### config.mk
export PLATFORM = sky130hd
export DESIGN_NAME = exec_unit_flat
export DESIGN_NICKNAME = d
export VERILOG_FILES = /design/src/rtl/exec_unit_pkg.sv /design/src/rtl/exec_unit_if.sv /design/src/rtl/exec_alu.sv /design/src/rtl/exec_unit.sv /design/src/flat_wrapper.sv
export SDC_FILE = /design/constraint.sdc
export NUM_CORES = 1
export LEC_CHECK = 0
export CAP_MARGIN = 30
export CORE_MARGIN = 2
export CORE_UTILIZATION = 53
export CTS_CLUSTER_DIAMETER = 40
export DETAILED_ROUTE_END_ITERATION = 16
export GPL_TIMING_DRIVEN = 0
export PLACE_DENSITY_LB_ADDON = 0.3
export SLEW_MARGIN = 30
export SYNTH_ARGS = -nofsm -noshare
export SYNTH_HDL_FRONTEND = slang
export SYNTH_SLANG_ARGS = --single-unit
### constraint.sdc
create_clock -name clk -period 3.9 [get_ports clk]
set_clock_uncertainty 0.15 [all_clocks]
set_input_delay 0.975 -clock clk [delete_from_list [all_inputs] [get_ports clk]]
set_output_delay 0.975 -clock clk [all_outputs]
set_load 0.02 [all_outputs]
### src/rtl/exec_unit_pkg.sv
// Shared definitions for the execute/writeback stage and its RegisterFile neighbour.
package exec_unit_pkg;

   localparam int DEF_WIDTH = 8;
   localparam int DEF_ID_W  = 4;

   localparam logic [3:0] OP_NOP   = 4'd0;
   localparam logic [3:0] OP_ADD   = 4'd1;
   localparam logic [3:0] OP_SUB   = 4'd2;
   localparam logic [3:0] OP_AND   = 4'd3;
   localparam logic [3:0] OP_OR    = 4'd4;
   localparam logic [3:0] OP_XOR   = 4'd5;
   localparam logic [3:0] OP_SHL   = 4'd6;
   localparam logic [3:0] OP_SHR   = 4'd7;
   localparam logic [3:0] OP_PASSB = 4'd8;
   localparam logic [3:0] OP_MUL   = 4'd9;

   typedef enum logic {
      ST_IDLE = 1'b0,
      ST_MUL  = 1'b1
   } state_t;

   // Ops that finish through the combinational ALU in the accept cycle.
   function automatic logic is_single_op(input logic [3:0] op);
      return (op >= OP_ADD) && (op <= OP_PASSB);
   endfunction

endpackage

### src/rtl/exec_unit_if.sv
// Decode-side handshake plus RegisterFile write-port bundle for exec_unit.
interface exec_unit_if
   import exec_unit_pkg::*;
#(
   parameter int WIDTH = DEF_WIDTH,
   parameter int ID_W  = DEF_ID_W
);
   logic             in_valid;
   logic             in_ready;
   logic [3:0]       op;
   logic [ID_W-1:0]  src1_id;
   logic [ID_W-1:0]  src2_id;
   logic [ID_W-1:0]  dst_id_in;
   logic [WIDTH-1:0] a;
   logic [WIDTH-1:0] b;
   logic             wb_en;
   logic [ID_W-1:0]  wb_id;
   logic [WIDTH-1:0] wb_data;
   logic             flag_z;
   logic             flag_c;

   modport master (
      output in_valid, op, src1_id, src2_id, dst_id_in, a, b,
      input  in_ready, wb_en, wb_id, wb_data, flag_z, flag_c
   );

   modport slave (
      input  in_valid, op, src1_id, src2_id, dst_id_in, a, b,
      output in_ready, wb_en, wb_id, wb_data, flag_z, flag_c
   );
endinterface

### src/rtl/exec_alu.sv
// Combinational ALU for the single-cycle opcodes; MUL is handled by the sequencer.
module exec_alu
   import exec_unit_pkg::*;
#(
   parameter int WIDTH = DEF_WIDTH
) (
   input  logic [3:0]       op,
   input  logic [WIDTH-1:0] a,
   input  logic [WIDTH-1:0] b,
   output logic [WIDTH-1:0] result,
   output logic             carry
);
   logic [WIDTH:0] sum;
   logic [WIDTH:0] diff;

   assign sum  = {1'b0, a} + {1'b0, b};
   assign diff = {1'b0, a} - {1'b0, b};

   // Result and carry/borrow selection by opcode
   always_comb begin
      result = '0;
      carry  = 1'b0;
      case (op)
         OP_ADD: begin
            result = sum[WIDTH-1:0];
            carry  = sum[WIDTH];
         end
         OP_SUB: begin
            result = diff[WIDTH-1:0];
            carry  = diff[WIDTH];
         end
         OP_AND:   result = a & b;
         OP_OR:    result = a | b;
         OP_XOR:   result = a ^ b;
         OP_SHL: begin
            result = {a[WIDTH-2:0], 1'b0};
            carry  = a[WIDTH-1];
         end
         OP_SHR: begin
            result = {1'b0, a[WIDTH-1:1]};
            carry  = a[0];
         end
         OP_PASSB: result = b;
         default: begin
            result = '0;
            carry  = 1'b0;
         end
      endcase
   end

endmodule

### src/rtl/exec_unit.sv
// Execute/writeback stage: bypass mux, ALU, shift-add multiplier and RegisterFile write port.
//
// state   | meaning
// ST_IDLE | ready for an op; single-cycle ops write back on the accept edge
// ST_MUL  | shift-add multiply running, in_ready low until the final step
module exec_unit
   import exec_unit_pkg::*;
#(
   parameter int WIDTH = DEF_WIDTH,
   parameter int ID_W  = DEF_ID_W
) (
   input  logic      clk,
   input  logic      rst_n,
   exec_unit_if.slave bus
);
   localparam int CNT_W = $clog2(WIDTH);

   state_t             state;
   state_t             state_nxt;
   logic               accept;
   logic               mul_last;
   logic [WIDTH-1:0]   a_eff;
   logic [WIDTH-1:0]   b_eff;
   logic [WIDTH-1:0]   alu_res;
   logic               alu_c;
   logic [2*WIDTH-1:0] mcand;
   logic [2*WIDTH-1:0] acc;
   logic [2*WIDTH-1:0] acc_step;
   logic [WIDTH-1:0]   mplier;
   logic [CNT_W-1:0]   cnt;
   logic [ID_W-1:0]    mul_dst;

   assign accept = bus.in_valid & bus.in_ready;

   assign a_eff = (bus.wb_en && (bus.wb_id == bus.src1_id)) ? bus.wb_data : bus.a;
   assign b_eff = (bus.wb_en && (bus.wb_id == bus.src2_id)) ? bus.wb_data : bus.b;

   exec_alu #(.WIDTH(WIDTH)) u_alu (
      .op     (bus.op),
      .a      (a_eff),
      .b      (b_eff),
      .result (alu_res),
      .carry  (alu_c)
   );

   assign acc_step = acc + (mplier[0] ? mcand : '0);
   assign mul_last = (state == ST_MUL) && (cnt == '0);

   // State register
   always_ff @(posedge clk or negedge rst_n) begin
      if (!rst_n) state <= ST_IDLE;
      else        state <= state_nxt;
   end

   // Next-state decode
   always_comb begin
      state_nxt = state;
      case (state)
         ST_IDLE: if (accept && (bus.op == OP_MUL)) state_nxt = ST_MUL;
         ST_MUL:  if (cnt == '0) state_nxt = ST_IDLE;
         default: state_nxt = ST_IDLE;
      endcase
   end

   // FSM outputs
   always_comb begin
      bus.in_ready = (state == ST_IDLE);
   end

   // Multiplier datapath. Partial product 0 is folded into the accept edge so the
   // last of the WIDTH steps lands on the edge that makes the result visible
   // WIDTH cycles after accept, with in_ready already back high in that cycle.
   always_ff @(posedge clk or negedge rst_n) begin
      if (!rst_n) begin
         mcand   <= '0;
         acc     <= '0;
         mplier  <= '0;
         cnt     <= '0;
         mul_dst <= '0;
      end else if (accept && (bus.op == OP_MUL)) begin
         mcand   <= {{(WIDTH-1){1'b0}}, a_eff, 1'b0};
         acc     <= b_eff[0] ? {{WIDTH{1'b0}}, a_eff} : '0;
         mplier  <= b_eff >> 1;
         cnt     <= CNT_W'(WIDTH-2);
         mul_dst <= bus.dst_id_in;
      end else if (state == ST_MUL) begin
         mcand  <= mcand << 1;
         acc    <= acc_step;
         mplier <= mplier >> 1;
         cnt    <= cnt - CNT_W'(1);
      end
   end

   // Writeback port and flags; everything but wb_en holds unless a result lands
   always_ff @(posedge clk or negedge rst_n) begin
      if (!rst_n) begin
         bus.wb_en   <= 1'b0;
         bus.wb_id   <= '0;
         bus.wb_data <= '0;
         bus.flag_z  <= 1'b0;
         bus.flag_c  <= 1'b0;
      end else begin
         bus.wb_en <= 1'b0;
         if (mul_last) begin
            bus.wb_en   <= 1'b1;
            bus.wb_id   <= mul_dst;
            bus.wb_data <= acc_step[WIDTH-1:0];
            bus.flag_z  <= (acc_step[WIDTH-1:0] == '0);
            bus.flag_c  <= |acc_step[2*WIDTH-1:WIDTH];
         end else if (accept && is_single_op(bus.op)) begin
            bus.wb_en   <= 1'b1;
            bus.wb_id   <= bus.dst_id_in;
            bus.wb_data <= alu_res;
            bus.flag_z  <= (alu_res == '0);
            bus.flag_c  <= alu_c;
         end
      end
   end

endmodule
### src/flat_wrapper.sv
// flat-port wrapper written by rule: the top's interface ports become plain ports
module exec_unit_flat import exec_unit_pkg::*;
#(
   parameter int WIDTH = DEF_WIDTH,
   parameter int ID_W  = DEF_ID_W
)
  (clk, rst_n, bus_in_valid, bus_op, bus_src1_id, bus_src2_id, bus_dst_id_in, bus_a, bus_b, bus_in_ready, bus_wb_en, bus_wb_id, bus_wb_data, bus_flag_z, bus_flag_c);
  exec_unit_if #(.WIDTH(WIDTH), .ID_W(ID_W)) bus_i ();
  input  logic clk;
  input  logic rst_n;
  input wire logic [$bits(bus_i.in_valid)-1:0] bus_in_valid;
  input wire logic [$bits(bus_i.op)-1:0] bus_op;
  input wire logic [$bits(bus_i.src1_id)-1:0] bus_src1_id;
  input wire logic [$bits(bus_i.src2_id)-1:0] bus_src2_id;
  input wire logic [$bits(bus_i.dst_id_in)-1:0] bus_dst_id_in;
  input wire logic [$bits(bus_i.a)-1:0] bus_a;
  input wire logic [$bits(bus_i.b)-1:0] bus_b;
  output wire logic [$bits(bus_i.in_ready)-1:0] bus_in_ready;
  output wire logic [$bits(bus_i.wb_en)-1:0] bus_wb_en;
  output wire logic [$bits(bus_i.wb_id)-1:0] bus_wb_id;
  output wire logic [$bits(bus_i.wb_data)-1:0] bus_wb_data;
  output wire logic [$bits(bus_i.flag_z)-1:0] bus_flag_z;
  output wire logic [$bits(bus_i.flag_c)-1:0] bus_flag_c;
  assign bus_i.in_valid = bus_in_valid;
  assign bus_i.op = bus_op;
  assign bus_i.src1_id = bus_src1_id;
  assign bus_i.src2_id = bus_src2_id;
  assign bus_i.dst_id_in = bus_dst_id_in;
  assign bus_i.a = bus_a;
  assign bus_i.b = bus_b;
  assign bus_in_ready = bus_i.in_ready;
  assign bus_wb_en = bus_i.wb_en;
  assign bus_wb_id = bus_i.wb_id;
  assign bus_wb_data = bus_i.wb_data;
  assign bus_flag_z = bus_i.flag_z;
  assign bus_flag_c = bus_i.flag_c;
  exec_unit #(.WIDTH(WIDTH), .ID_W(ID_W)) u_core (.clk(clk), .rst_n(rst_n), .bus(bus_i));
endmodule
==> results.json, run 1 <==
{
  "outcome": "complete, but fails checks",
  "violations": "negative setup slack",
  "fmax_mhz": 239,
  "worstHoldPathCells": 2,
  "layout.nets": 813,
  "drtIter0Drc": 574,
  "grt_pass1_vias": 5532,
  "critPathCaptureType": "register",
  "crit_buf_inv": 4,
  "via_per_inst": 6.46,
  "worst_path_most_repeated_cell": "buf_6",
  "syn_area_sq_um": 5230,
  "placed_cells": 806,
  "dieWidth_um": 103,
  "critPathTopFamily": "compound AO/OA/AOI/OAI gates",
  "cts.sinks": 61,
  "overflow": 0,
  "postRouteWirelength_mm": 18.2,
  "port_buffers": 49,
  "path_max_fanout": 4,
  "syn_area_per_cell_sq_um": 8.40,
  "drc": 0,
  "power_density_nw_per_um2": 550,
  "synthCells": 623,
  "holdCritPathClass": "reg -> reg",
  "clk_pin_slew_ns": 0.07,
  "cap_violations": 0,
  "r2r_end": "u_core.bus.flag_z",
  "yosys-top-cells-count": "dfrtp_1 (61), o21ai_0 (57), nand2_1 (55), a21oi_1 (43), nor2_1 (42)",
  "synthTopCellsByArea": "dfrtp_1 (29%), ha_1 (9.6%), o21ai_0 (5.5%), mux2i_1 (5.2%), a21oi_1 (4.1%)",
  "synth.top_cell.area_share_pct": 29.2,
  "h-tree-depth": 3,
  "placementRows": 36,
  "synthFlopType": "dfrtp_1",
  "synth-seq-cells": 61,
  "die_area_sq_um": 10700,
  "io_pins": 51,
  "wl_per_cell_um": 20.8,
  "worstMarginPinSlew_ns": 1.11,
  "grt_pass1_wl_mm": 27.9,
  "core_area_sq_um": 9680,
  "synth_edf_count": 0,
  "vias": 5643,
  "synth_cell_types": 75,
  "reg2reg_depth": 18,
  "synthesis.nets": 700,
  "finalSetupViolations": 5,
  "worstPathCellList": "buf_6 > or2b_1 > o2111ai_4 > nor3_4 > buf_6 > mux2i_4 > inv_2 > ha_4 > inv_4 > fa_2 > nor2_2 > a21oi_1 > nor3_1 > a221oi_1 > o221ai_1 > a31o_2 > nor4b_4 > nand4_1 > o31ai_2",
  "min_period_ns": 4.19,
  "yosysWarnings": 0,
  "drive_gt1_share_pct": 24.2,
  "dpl.hpwl_mm": 12.0,
  "leakage_uw": 0.00299,
  "cp.required_ns": 4.00,
  "crit_type": "in -> reg",
  "nFillCells": 684,
  "fin_ws_ns": -0.291,
  "crit_slowest_cell": "fa_2",
  "yosys.area.top_type": "dfrtp_1",
  "cts_buffers": 9,
  "grt_max_degree": 41,
  "worstSkewPairLatency_ns": 0.34,
  "ant_nets": 0,
  "cts_tree": "built",
  "antenna_found_initial": 0,
  "hold_buffers": 0,
  "max_stage_delay_ns": 0.53,
  "vdd_drop_max_v": 0.000247,
  "cp_data_arrival_time_ns": 4.29,
  "finalNonFillerCells": 873,
  "clockBufferDepth": 2,
  "setup_tns_ns": -0.651,
  "synth_seq_area_share_pct": 29.2,
  "startpoint_type": "input pin",
  "synthArstFlopShare_pct": 100,
  "drt_first_pass_iters": 5,
  "die_h_um": 103,
  "diodes": 0,
  "yosysMostFrequentCell": "dfrtp_1",
  "worstHoldEndpoint": "u_core.bus.wb_id[2]",
  "maxSlewViolCount": 0,
  "min_from": "u_core.mul_dst[2]",
  "hold-worst-slack_ns": 0.342,
  "fin_crit_sh_pct": 107,
  "grt.total_usage_pct": 34.2,
  "r2r-start": "u_core.bus.wb_id[3]",
  "root_buffer": "clkbuf_8",
  "start_util_pct": 54.0,
  "place.gp.congestion": 1.04,
  "rrSetupSlack_ns": -0.11,
  "syn_to_final_growth_pct": 33.0,
  "rsz0062_at_grt": "true",
  "slew_headroom_pct": 25.1,
  "hold_violations": 0
}
## cell type report
| class | instances | area, sq um | share of cell area, % |
|---|---|---|---|
| plain buffers | 26 | 115 | 1.65 |
| clock buffers | 10 | 138 | 1.98 |
| clock inverters | 5 | 27.5 | 0.396 |
| inverters | 40 | 163 | 2.34 |
| multi-input cells | 491 | 3880 | 55.7 |
| flip-flops and latches | 61 | 1530 | 21.9 |
| well taps | 133 | 166 | 2.39 |
| repair buffers | 107 | 945 | 13.6 |
## layer usage
layer / part of all wire [%] / vias up / global-route usage [%]
li1: - / 2484 / -
met1: 38 / 2691 / 42.4
met2: 48 / 359 / 57.5
met3: 7.9 / 109 / 3.97
met4: 6.3 / 0 / 19.8
met5: 0 / - / 0
## worst reg2reg max path: stages, from the launching register on
cell and delay [ns]:
dfrtp_1 0.56, inv_1 0.15, o221ai_4 0.22, nor3_4 0.07
buf_6 0.14, mux2i_4 0.19, inv_2 0.09, ha_4 0.15
inv_4 0.04, fa_2 0.53, nor2_2 0.04, a21oi_1 0.12
nor3_1 0.06, a221oi_1 0.28, o221ai_1 0.20, a31o_2 0.29
nor4b_4 0.24, nand4_1 0.18, o31ai_2 0.23
## worst max path at each step
stage,to,cells past startpoint,from
final,u_core.bus.flag_z,19,bus_src1_id[0]
after global routing,u_core.bus.flag_z,19,bus_src1_id[0]
after CTS,u_core.bus.flag_z,18,bus_src1_id[0]
after detailed placement,u_core.bus.flag_z,16,bus_src1_id[1]
after global placement,u_core.bus.flag_z,16,bus_src1_id[1]
after floorplan,u_core.bus.flag_z,17,bus_src1_id[0]
## metrics by stage
step	util (%)	instance area, sq um	setup WS, ns	total power, uW
2_1_floorplan	-	5250	-0.315	2360
3_3_place_gp	61.0	5910	-1.58	2870
3_5_place_dp	61.2	5930	-1.66	2940
4_1_cts	69.5	6730	-0.317	3650
5_1_grt	71.8	6960	-0.307	4050
6_report	71.8	6960	-0.291	3830
## cells by family after synthesis
| logic type | count (synthesis) | share of synthesized area (%) |
|---|---|---|
| AND/OR/NAND/NOR | 196 | 19.4 |
| AO/OA/AOI/OAI | 193 | 24.5 |
| buffers and inverters | 71 | 5.16 |
| flip-flops | 61 | 29.2 |
| adder cells (fa/ha/maj) | 42 | 10.3 |
| multiplexers | 38 | 7.70 |
| XOR/XNOR | 22 | 3.68 |
## timing repair
| item | in CTS | in global routing |
|---|---|---|
| pin swaps | 31 | 37 |
| endpoints found under the setup margin | 9 | 22 |
| gates resized for setup | 88 | 53 |
| buffers inserted | 41 | 17 |
## state kept, by name (all words and copies together), names as in the netlist
name                count
u_core.bus.flag_c       1
u_core.bus.wb_id        4
u_core.bus.flag_z       1
u_core.cnt              3
u_core.acc             16
u_core.bus.wb_data      8
u_core.state            1
u_core.mplier           7
u_core.mul_dst          4
u_core.mcand           15
u_core.bus.wb_en        1
## power breakdown
part	switching [uW]	total [uW]	internal [uW]	leakage (uW)
Clock	254	493	240	0.0000877
Sequential	300	1190	893	0.000771
Combinational	1180	2140	958	0.00213
## placed cells by master (no fill, tap or decap), drive strengths merged, types with 5 or more instances in the layout
cell type	Yosys	layout
o22ai	5	5
mux2	9	9
a211oi	10	10
nor3	13	13
dfrtp	61	61
o211ai	8	8
clkdlybuf4s50	0	40
nand3	13	13
inv	40	40
ha	40	40
nand4	6	6
a21o	10	10
clkbuf	27	37
xnor2	15	15
o31ai	5	5
mux2i	29	29
o21ai	57	57
nand2b	5	5
nor3b	7	7
a22oi	9	9
nor2	43	43
nand2	56	56
and2	19	19
nor2b	12	12
xor2	7	7
a21oi	44	44
buf	4	66
No activity file was read; power rests on OpenSTA's default activity.
==> run 2: changes to the inputs <==
CORE_UTILIZATION = 54   (was 53)
clock period = 4.56 ns   (was 3.9 ns; I/O delays follow)
==> run 2 against run 1 <==
  * The flow now finishes without violations
  * Critical path type unchanged
  * First-iteration DRC count is 2.6% higher
  * Via count down 2.6%
  * Worst hold slack worse by 0.0073 ns
  * Register-to-register slack improved by 0.64 ns
  * Die area fell by 1.8%
  * Sequential power decreased by 13%
  * Routed wire length fell by 3.4%
  * Combinational power decreased by 18%
  * Global-route usage decreased by 0.29 points
  * Critical path depth shrank 1
  * Largest cell class unchanged
  * Cell area shrank 4.3%
  * Cell count shrank 2.4%
==> results.json, run 2 (synthesis gave the netlist of run 1 again) <==
{
  "outcome": "finished clean",
  "top_regs": "u_core.acc x16, u_core.mcand x15, u_core.bus.wb_data x8",
  "maxSlewViolCount": 0,
  "final_cell_mix": "dfrtp_1 (61), o21ai_0 (56), nand2_1 (55)",
  "dpl.hpwl_mm": 12.1,
  "cts_tree": "built",
  "hold_violations": 0,
  "drc": 0,
  "worstMarginPinSlew_ns": 1.15,
  "vias": 5499,
  "startpoint_type": "input pin",
  "cts_buffers": 9,
  "finalNonFillerCells": 852,
  "syn_to_final_growth_pct": 27.2,
  "clk_pin_slew_ns": 0.07,
  "drive_gt1_share_pct": 17.2,
  "overflow": 0,
  "cts.sinks": 61,
  "min_period_ns": 4.46,
  "power_density_nw_per_um2": 482,
  "crit_type": "in -> reg",
  "holdCritPathClass": "reg -> reg",
  "io_pins": 51,
  "largest-register": "u_core.acc",
  "h-tree-depth": 3,
  "core_area_sq_um": 9330,
  "hold_buffers": 0,
  "worstSkewPairLatency_ns": 0.35,
  "placed_cells": 802,
  "postRouteWirelength_mm": 17.5,
  "antenna_found_initial": 0,
  "root_buffer": "clkbuf_8",
  "slew_headroom_pct": 22.4,
  "finalPower_uw": 3210,
  "nFillCells": 687,
  "grt_pass1_vias": 5260,
  "layout.nets": 796,
  "cp.required_ns": 4.65,
  "worstHoldEndpoint": "u_core.bus.wb_id[3]",
  "reg2reg_depth": 18,
  "die_area_sq_um": 10500,
  "place.gp.congestion": 1.04,
  "dieWidth_um": 102,
  "grt_pass1_wl_mm": 27.2,
  "r2r_end": "u_core.bus.wb_data[6]",
  "worstHoldPathCells": 2,
  "clockBufferDepth": 2,
  "cap_violations": 0,
  "wl_per_cell_um": 20.6,
  "drtIter0Drc": 589,
  "vdd_drop_max_v": 0.000202,
  "grt.total_usage_pct": 33.9,
  "final_common_cell": "dfrtp_1",
  "grt_max_degree": 43,
  "drt_first_pass_iters": 6,
  "r2r-start": "u_core.bus.wb_id[0]",
  "largest_reg_flops": 16,
  "cp_data_arrival_time_ns": 4.55,
  "path_max_fanout": 7,
  "leakage_uw": 0.00289,
  "placementRows": 35,
  "rrSetupSlack_ns": 0.53,
  "fin_util_pct": 71.4,
  "ant_nets": 0,
  "port_buffers": 49,
  "fmax_mhz": 224,
  "min_from": "u_core.mul_dst[3]",
  "via_per_inst": 6.45,
  "critPathCaptureType": "register",
  "die_h_um": 102,
  "finalSetupViolations": 0,
  "fin_crit_sh_pct": 97.9,
  "start_util_pct": 56.1,
  "diodes": 0
}
[run 2: cell types whose count changed in the layout (fill, tap and decap cells not counted), moves of 6 or more]
cell / change
o21ai_0: +8
clkbuf_1: +6
ha_1: +7
buf_6: -7
ha_4: -6
o21ai_1: -6
buf_4: -14
[run 2: worst max-delay path by stage]
stage                    from               endpoint  slack [ns]  cells after the start
2_1_floorplan  bus_src1_id[1]      u_core.bus.flag_z        0.03                     17
3_3_place_gp   bus_src1_id[1]      u_core.bus.flag_z       -1.22                     18
3_5_place_dp   bus_src1_id[1]      u_core.bus.flag_z       -1.27                     18
4_1_cts        bus_src2_id[2]  u_core.bus.wb_data[6]       0.003                     18
5_1_grt        bus_src2_id[0]      u_core.bus.flag_z       -0.03                     16
6_report       bus_src2_id[0]  u_core.bus.wb_data[6]         0.1                     18
[run 2: per-layer routing]
metal / wire length, um / part of all wire [%] / track usage (%)
met2: 8360 / 48 / 56.8
met5: 0 / 0 / 0
met1: 6950 / 40 / 44.0
met3: 1400 / 8.0 / 3.90
met4: 834 / 4.8 / 15.6
[run 2: layout make-up]
cell class / count / area, sq um / share of cell area, %
Buffer: 28 / 118 / 1.77
Clock buffer: 11 / 141 / 2.12
Clock inverter: 4 / 25.0 / 0.376
Inverter: 40 / 153 / 2.29
Multi-Input combinational cell: 491 / 3720 / 55.8
Sequential cell: 61 / 1530 / 22.9
Tap cell: 129 / 161 / 2.42
Timing Repair Buffer: 88 / 816 / 12.3
[run 2: worst max-delay path, stage by stage]
cell	delay [ns]
dlygate4sd2_1	0.26
xnor2_2	0.21
nand3_2	0.19
nor2_8	0.21
buf_4	0.15
mux2_4	0.34
inv_2	0.09
ha_4	0.22
nor2b_1	0.15
o21ai_2	0.17
a21oi_1	0.10
a211oi_2	0.22
xnor2_1	0.10
a221o_1	0.36
a211oi_2	0.23
buf_4	0.16
a211oi_1	0.06
a21o_1	0.19
[run 2: per-stage QoR]
stage               TNS, ns  cell area (sq um)  hold slack (ns)  setup WS, ns
floorplan                 0               5240            0.294        0.0322
global placement      -7.69               5890            0.308         -1.22
detailed placement    -8.04               5910            0.327         -1.27
CTS                       0               6540            0.342       0.00263
global route        -0.0336               6660            0.388       -0.0336
finish                    0               6660            0.334        0.0978
[run 2: power by group]
part,leakage (uW),internal [uW],switching (uW)
Clock,0.0000812,207,220
Combinational,0.00204,774,978
Sequential,0.000771,763,264
Total,0.00289,1740,1460
[run 2: repair_timing]
action,CTS,global route
setup buffers,28,10
resized for setup,57,20
endpoints found under the setup margin,9,7
pin swaps,16,9
==> run 3: changes to the inputs <==
CTS_BUF_LIST = sky130_fd_sc_hd__clkbuf_4   (was not set)
REMOVE_ABC_BUFFERS = 1   (was not set)
==> run 3 against run 2 <==
  * Cell area is 0.62% lower
  * Critical path depth fell by 2
  * Non-clock buffer count is 23 lower
  * The run now ends with negative setup slack left
  * Via count fell by 3.1%
  * Critical endpoint is now u_core.bus.wb_data[7]
  * Routed wire length shrank 6.6%
  * Sequential power is essentially flat
  * Cell count is 2.5% lower
  * Clock power decreased by 22%
  * Combinational power down 2%
  * Worst hold slack better by 0.018 ns
  * Power decreased by 3.4%
==> results.json, run 3 (synthesis gave the netlist of run 1 again) <==
{
  "die_area_sq_um": 10500,
  "ant_nets": 0,
  "vias": 5329,
  "placementRows": 35,
  "hold-worst-slack_ns": 0.353,
  "fin_crit_sh_pct": 101,
  "vdd_drop_max_v": 0.000246,
  "largest-register": "u_core.acc",
  "drc": 0,
  "top_regs": "u_core.acc x16, u_core.mcand x15, u_core.bus.wb_data x8",
  "cap_violations": 0,
  "cts_buffers": 9,
  "via_per_inst": 6.41,
  "critPathTopFamily": "compound AO/OA/AOI/OAI gates",
  "grt_pass1_wl_mm": 25.3,
  "cts.sinks": 61,
  "clock_power_share_pct": 10.8,
  "worst_path_most_repeated_cell": "buf_4",
  "start_util_pct": 56.1,
  "cts_tree": "built",
  "syn_to_final_growth_pct": 26.4,
  "drive_gt1_share_pct": 19.0,
  "path_max_fanout": 7,
  "seq_power_share_pct": 33.9,
  "clockBufferDepth": 2,
  "holdCritPathClass": "reg -> reg",
  "leakage_uw": 0.00287,
  "antenna_found_initial": 1,
  "grt.total_usage_pct": 31.1,
  "largest_reg_flops": 16,
  "clk_pin_slew_ns": 0.12,
  "grt_pass1_vias": 5025,
  "nFillCells": 695,
  "place_area_sq_um": 5850,
  "violations": "negative setup slack",
  "slew_headroom_pct": 36.2,
  "crit_buf_inv": 4,
  "fin_area_sq_um": 6620,
  "power_density_nw_per_um2": 468,
  "fin_ws_ns": -0.0395,
  "core_area_sq_um": 9330,
  "min_period_ns": 4.60,
  "place.gp.congestion": 1.05,
  "final_common_cell": "dfrtp_1",
  "wl_per_cell_um": 19.7,
  "fmax_mhz": 217,
  "finalSetupViolations": 2,
  "max_stage_delay_ns": 0.49,
  "overflow": 0,
  "internal-power_uw": 1650,
  "cp.required_ns": 4.73,
  "drt_first_pass_iters": 5,
  "layout.nets": 773,
  "switchingPower_uw": 1450,
  "cp_data_arrival_time_ns": 4.77,
  "p_sw_share_pct": 46.8,
  "worstPathCellList": "dlygate4sd2_1 > or2b_2 > o221ai_4 > nor3_4 > buf_4 > mux2i_4 > buf_4 > ha_2 > inv_1 > o21ai_0 > a2111oi_2 > nor3_1 > xor2_1 > a21oi_1 > nand3_1 > a21o_1",
  "critPathCaptureType": "register",
  "final_cell_mix": "dfrtp_1 (60), o21ai_0 (56), nand2_1 (55)",
  "maxSlewViolCount": 0,
  "crit_type": "in -> reg",
  "worstSkewPairLatency_ns": 0.42,
  "die_h_um": 102,
  "worstMarginPinSlew_ns": 0.958,
  "h-tree-depth": 3,
  "postRouteWirelength_mm": 16.4,
  "rsz0062_at_grt": "true",
  "dieWidth_um": 102,
  "drtIter0Drc": 506,
  "startpoint_type": "input pin",
  "hold_buffers": 0,
  "root_buffer": "clkbuf_4",
  "dpl.hpwl_mm": 10.8,
  "hold_violations": 0,
  "io_pins": 51,
  "crit_slowest_cell": "a2111oi_2",
  "outcome": "complete, but fails checks",
  "port_buffers": 50,
  "grt_max_degree": 61,
  "power_frac_comb_pct": 55.3
}
## run 3: cell types whose count changed in the layout (fill, tap and decap cells not counted), moves of 3 or more
cell      delta
clkbuf_1    -25
inv_1        +3
ha_1         -5
clkbuf_8    -11
inv_2        -3
ha_2         +3
clkbuf_4     +9
## run 3: power groups by stage
stage               clock network [uW]  logic [uW]  registers, uW
floorplan                            0         955           1030
finish                             335        1710           1050
global placement                     0        1390           1030
global route                       363        1860           1070
detailed placement                   0        1510           1010
CTS                                331        1620           1030
## run 3: worst paths after layout
path | from | endpoint | slack, ns | cells after the start
worst max-delay path | bus_src1_id[0] | u_core.bus.wb_data[7] | -0.04 | 16
worst min-delay path | u_core.cnt[0] | u_core.cnt[0] | 0.35 | 1
worst max register to register | u_core.bus.wb_id[0] | u_core.bus.wb_data[7] | 0.32 | 15
worst min register to register | u_core.cnt[0] | u_core.cnt[0] | 0.35 | 1
max in group asynchronous | rst_n | u_core.mcand[6] | 3.34 | 2
min in group asynchronous | rst_n | u_core.state | 0.39 | 1
## run 3: cell type report
type / count / area, sq um / area share (%)
diodes: 1 / 2.50 / 0.0378
repair buffers: 93 / 902 / 13.6
inverters: 40 / 153 / 2.31
clock buffers: 9 / 67.6 / 1.02
clock inverters: 7 / 52.6 / 0.794
well taps: 129 / 161 / 2.44
flip-flops and latches: 61 / 1530 / 23.1
multi-input cells: 491 / 3750 / 56.7
## run 3: repair_timing
item | 4_1_cts | 5_1_grt
buffers inserted | 30 | 10
setup endpoints to repair | 9 | 7
pin swaps | 16 | 19
resized for setup | 53 | 26
## run 3: metal layers
metal  wire length, um  vias up  global-route usage, %
met2              8010      299                   51.8
met3              1250       51                   3.49
met5                 0        -                      0
met1              6620     2561                   40.0
met4               507        0                   15.7
li1                  -     2418                      -
## run 3: worst reg2reg max path: stages (launching register included)
cell and delay, ns:
dfrtp_1 0.50, or2b_1 0.25, o2111ai_4 0.14, nor3_4 0.32, buf_4 0.19, mux2i_4 0.29, buf_4 0.23, ha_2 0.34
inv_1 0.18, o21ai_0 0.21, a2111oi_2 0.49, nor3_1 0.16, xor2_1 0.16, a21oi_1 0.15, nand3_1 0.16, a21o_1 0.21
## run 3: stage by stage
step                      util (%)  instances  setup TNS [ns]  total power (uW)  setup slack, ns
after detailed placement      62.7        774           -8.10              2520            -1.33
after floorplan                  -        592        -0.00205              1990         -0.00205
after global routing          70.9        831          -0.252              3290           -0.113
after global placement        61.9        771          -22.83              2420            -1.21
after CTS                     69.0        820               0              2970         0.000525
final                         70.9        831         -0.0490              3100          -0.0395
==> patch (config.mk and constraints of run 1) <==
`DEF_ID_W`: 4 -> 6.
--- a/src/rtl/exec_unit_pkg.sv
+++ b/src/rtl/exec_unit_pkg.sv
@@ -3,5 +3,5 @@
 
    localparam int DEF_WIDTH = 8;
-   localparam int DEF_ID_W  = 4;
+   localparam int DEF_ID_W  = 6;
 
    localparam logic [3:0] OP_NOP   = 4'd0;
Interface: changed (resized bus_dst_id_in, bus_src1_id, bus_src2_id and bus_wb_id); port bits go from 51 to 59. The function was not compared with the original's and may differ.
==> patch against run 1 <==
- the flow still finishes with violations (setup timing)
- maximum frequency is 6.9% lower
- global-route usage fell by 2.0 points
- worst setup slack got worse by 0.31 ns
- via count is 3.0% higher
- sequential cell count grew 4
- core utilization increased by 4.7 points
- critical path depth is the same
- routed wire length rose by 2.7%
- total power shrank 2.5%
- final area up 6.6%
- synthesized area barely moved
- critical path type unchanged
==> patch: results (changes against run 1) <==
- Final weighted congestion in routability-driven placement: 0.945 (was 1.04)
- Global-route total usage across every layer: 32.2% (was 34.2%)
- # placed instances: 822 (was 806)
- Dominant delay contributor by cell family on the critical path: simple AND/OR/NAND/NOR gates (was compound AO/OA/AOI/OAI gates)
- Status: complete, but fails checks (unchanged)
- Fraction of power consumed by sequential logic: 33.5% (was 31.2%)
- Post-layout net count: 852 (was 813)
- Setup ws final: -0.600 ns (was -0.291 ns)
- Number of endpoints failing setup at the final stage: 6 (was 5)
- Syn nets: 715 (was 700)
- Post-synthesis cell type count: 63 (was 75)
- Via count of the first global-routing pass: 5190 (was 5532)
- IO buf count: 56 (was 49)
- Setup WS pre-CTS: -1.69 ns (was -1.66 ns)
- Detailed-router iteration count before antenna repair: 7 (was 5)
- Relative slew slack: 31.4% (was 25.1%)
- Failing checks: setup timing (unchanged)
- Slowest stage cell, crit path: sky130_fd_sc_hd__or4_4 (was sky130_fd_sc_hd__fa_2)
- Iter 0 DRT Violations: 587 (was 574)
- Post-Syn Instances: 632 (was 623)
- Clock Power Share: 15.5% (was 12.9%)
- Minimum setup slack among reg-to-reg paths: -0.40 ns (was -0.11 ns)
- First-pass GRT wire length: 26.3 mm (was 27.9 mm)
- Reported leakage power: 3.17 nW (was 2.99 nW)
- Placement Cell Area: 6120 um2 (was 5930 um2)
patch: logic make-up (layout without fill, tap and decap cells):
| kind of cell | after synthesis | after routing | share of synthesized area (%) |
|---|---|---|---|
| xor+xnor | 29 | 29 | 5.28 |
| flops | 65 | 65 | 31.1 |
| mux | 33 | 33 | 6.48 |
| fa+ha+maj | 42 | 42 | 10.3 |
| simple gates | 220 | 220 | 20.6 |
| compound gates | 184 | 184 | 22.1 |
| buf+inv | 59 | 201 | 4.23 |
patch: per-layer routing:
layer  up-vias  part of all wire, %  track usage (%)
met2       409                   47             52.3
met5         -                    0                0
met1      2762                   39             42.9
met4         0                  3.5             9.62
li1       2556                    -                -
met3        85                   11             7.53
patch: how the worst max path moves through the flow:
stage | end | depth (start not counted) | start | slack [ns]
global placement | u_core.bus.flag_z | 15 | bus_src1_id[1] | -1.71
floorplan | u_core.bus.flag_z | 14 | bus_src1_id[4] | -0.39
CTS | u_core.bus.wb_data[7] | 17 | bus_src1_id[0] | -0.45
finish | u_core.bus.flag_z | 19 | bus_src2_id[4] | -0.60
detailed placement | u_core.bus.flag_z | 15 | bus_src1_id[4] | -1.69
global route | u_core.bus.flag_z | 19 | bus_src2_id[4] | -0.66
patch: what timing repair did:
item                       in CTS  in global routing
setup endpoints to repair       9                  7
setup buffers                  34                 40
gates resized for setup        98                 65
pin swaps                      31                 37
patch: final cells by class:
cell class / instances / area [um2] / share of cell area, %
buffer: 24 / 103 / 1.38
clock buffer: 10 / 128 / 1.72
clock inverter: 6 / 67.6 / 0.911
inverter: 33 / 129 / 1.74
multi-input combinational: 508 / 4010 / 54.1
sequential: 65 / 1630 / 21.9
tap: 133 / 166 / 2.24
timing repair buffer: 128 / 1180 / 15.9
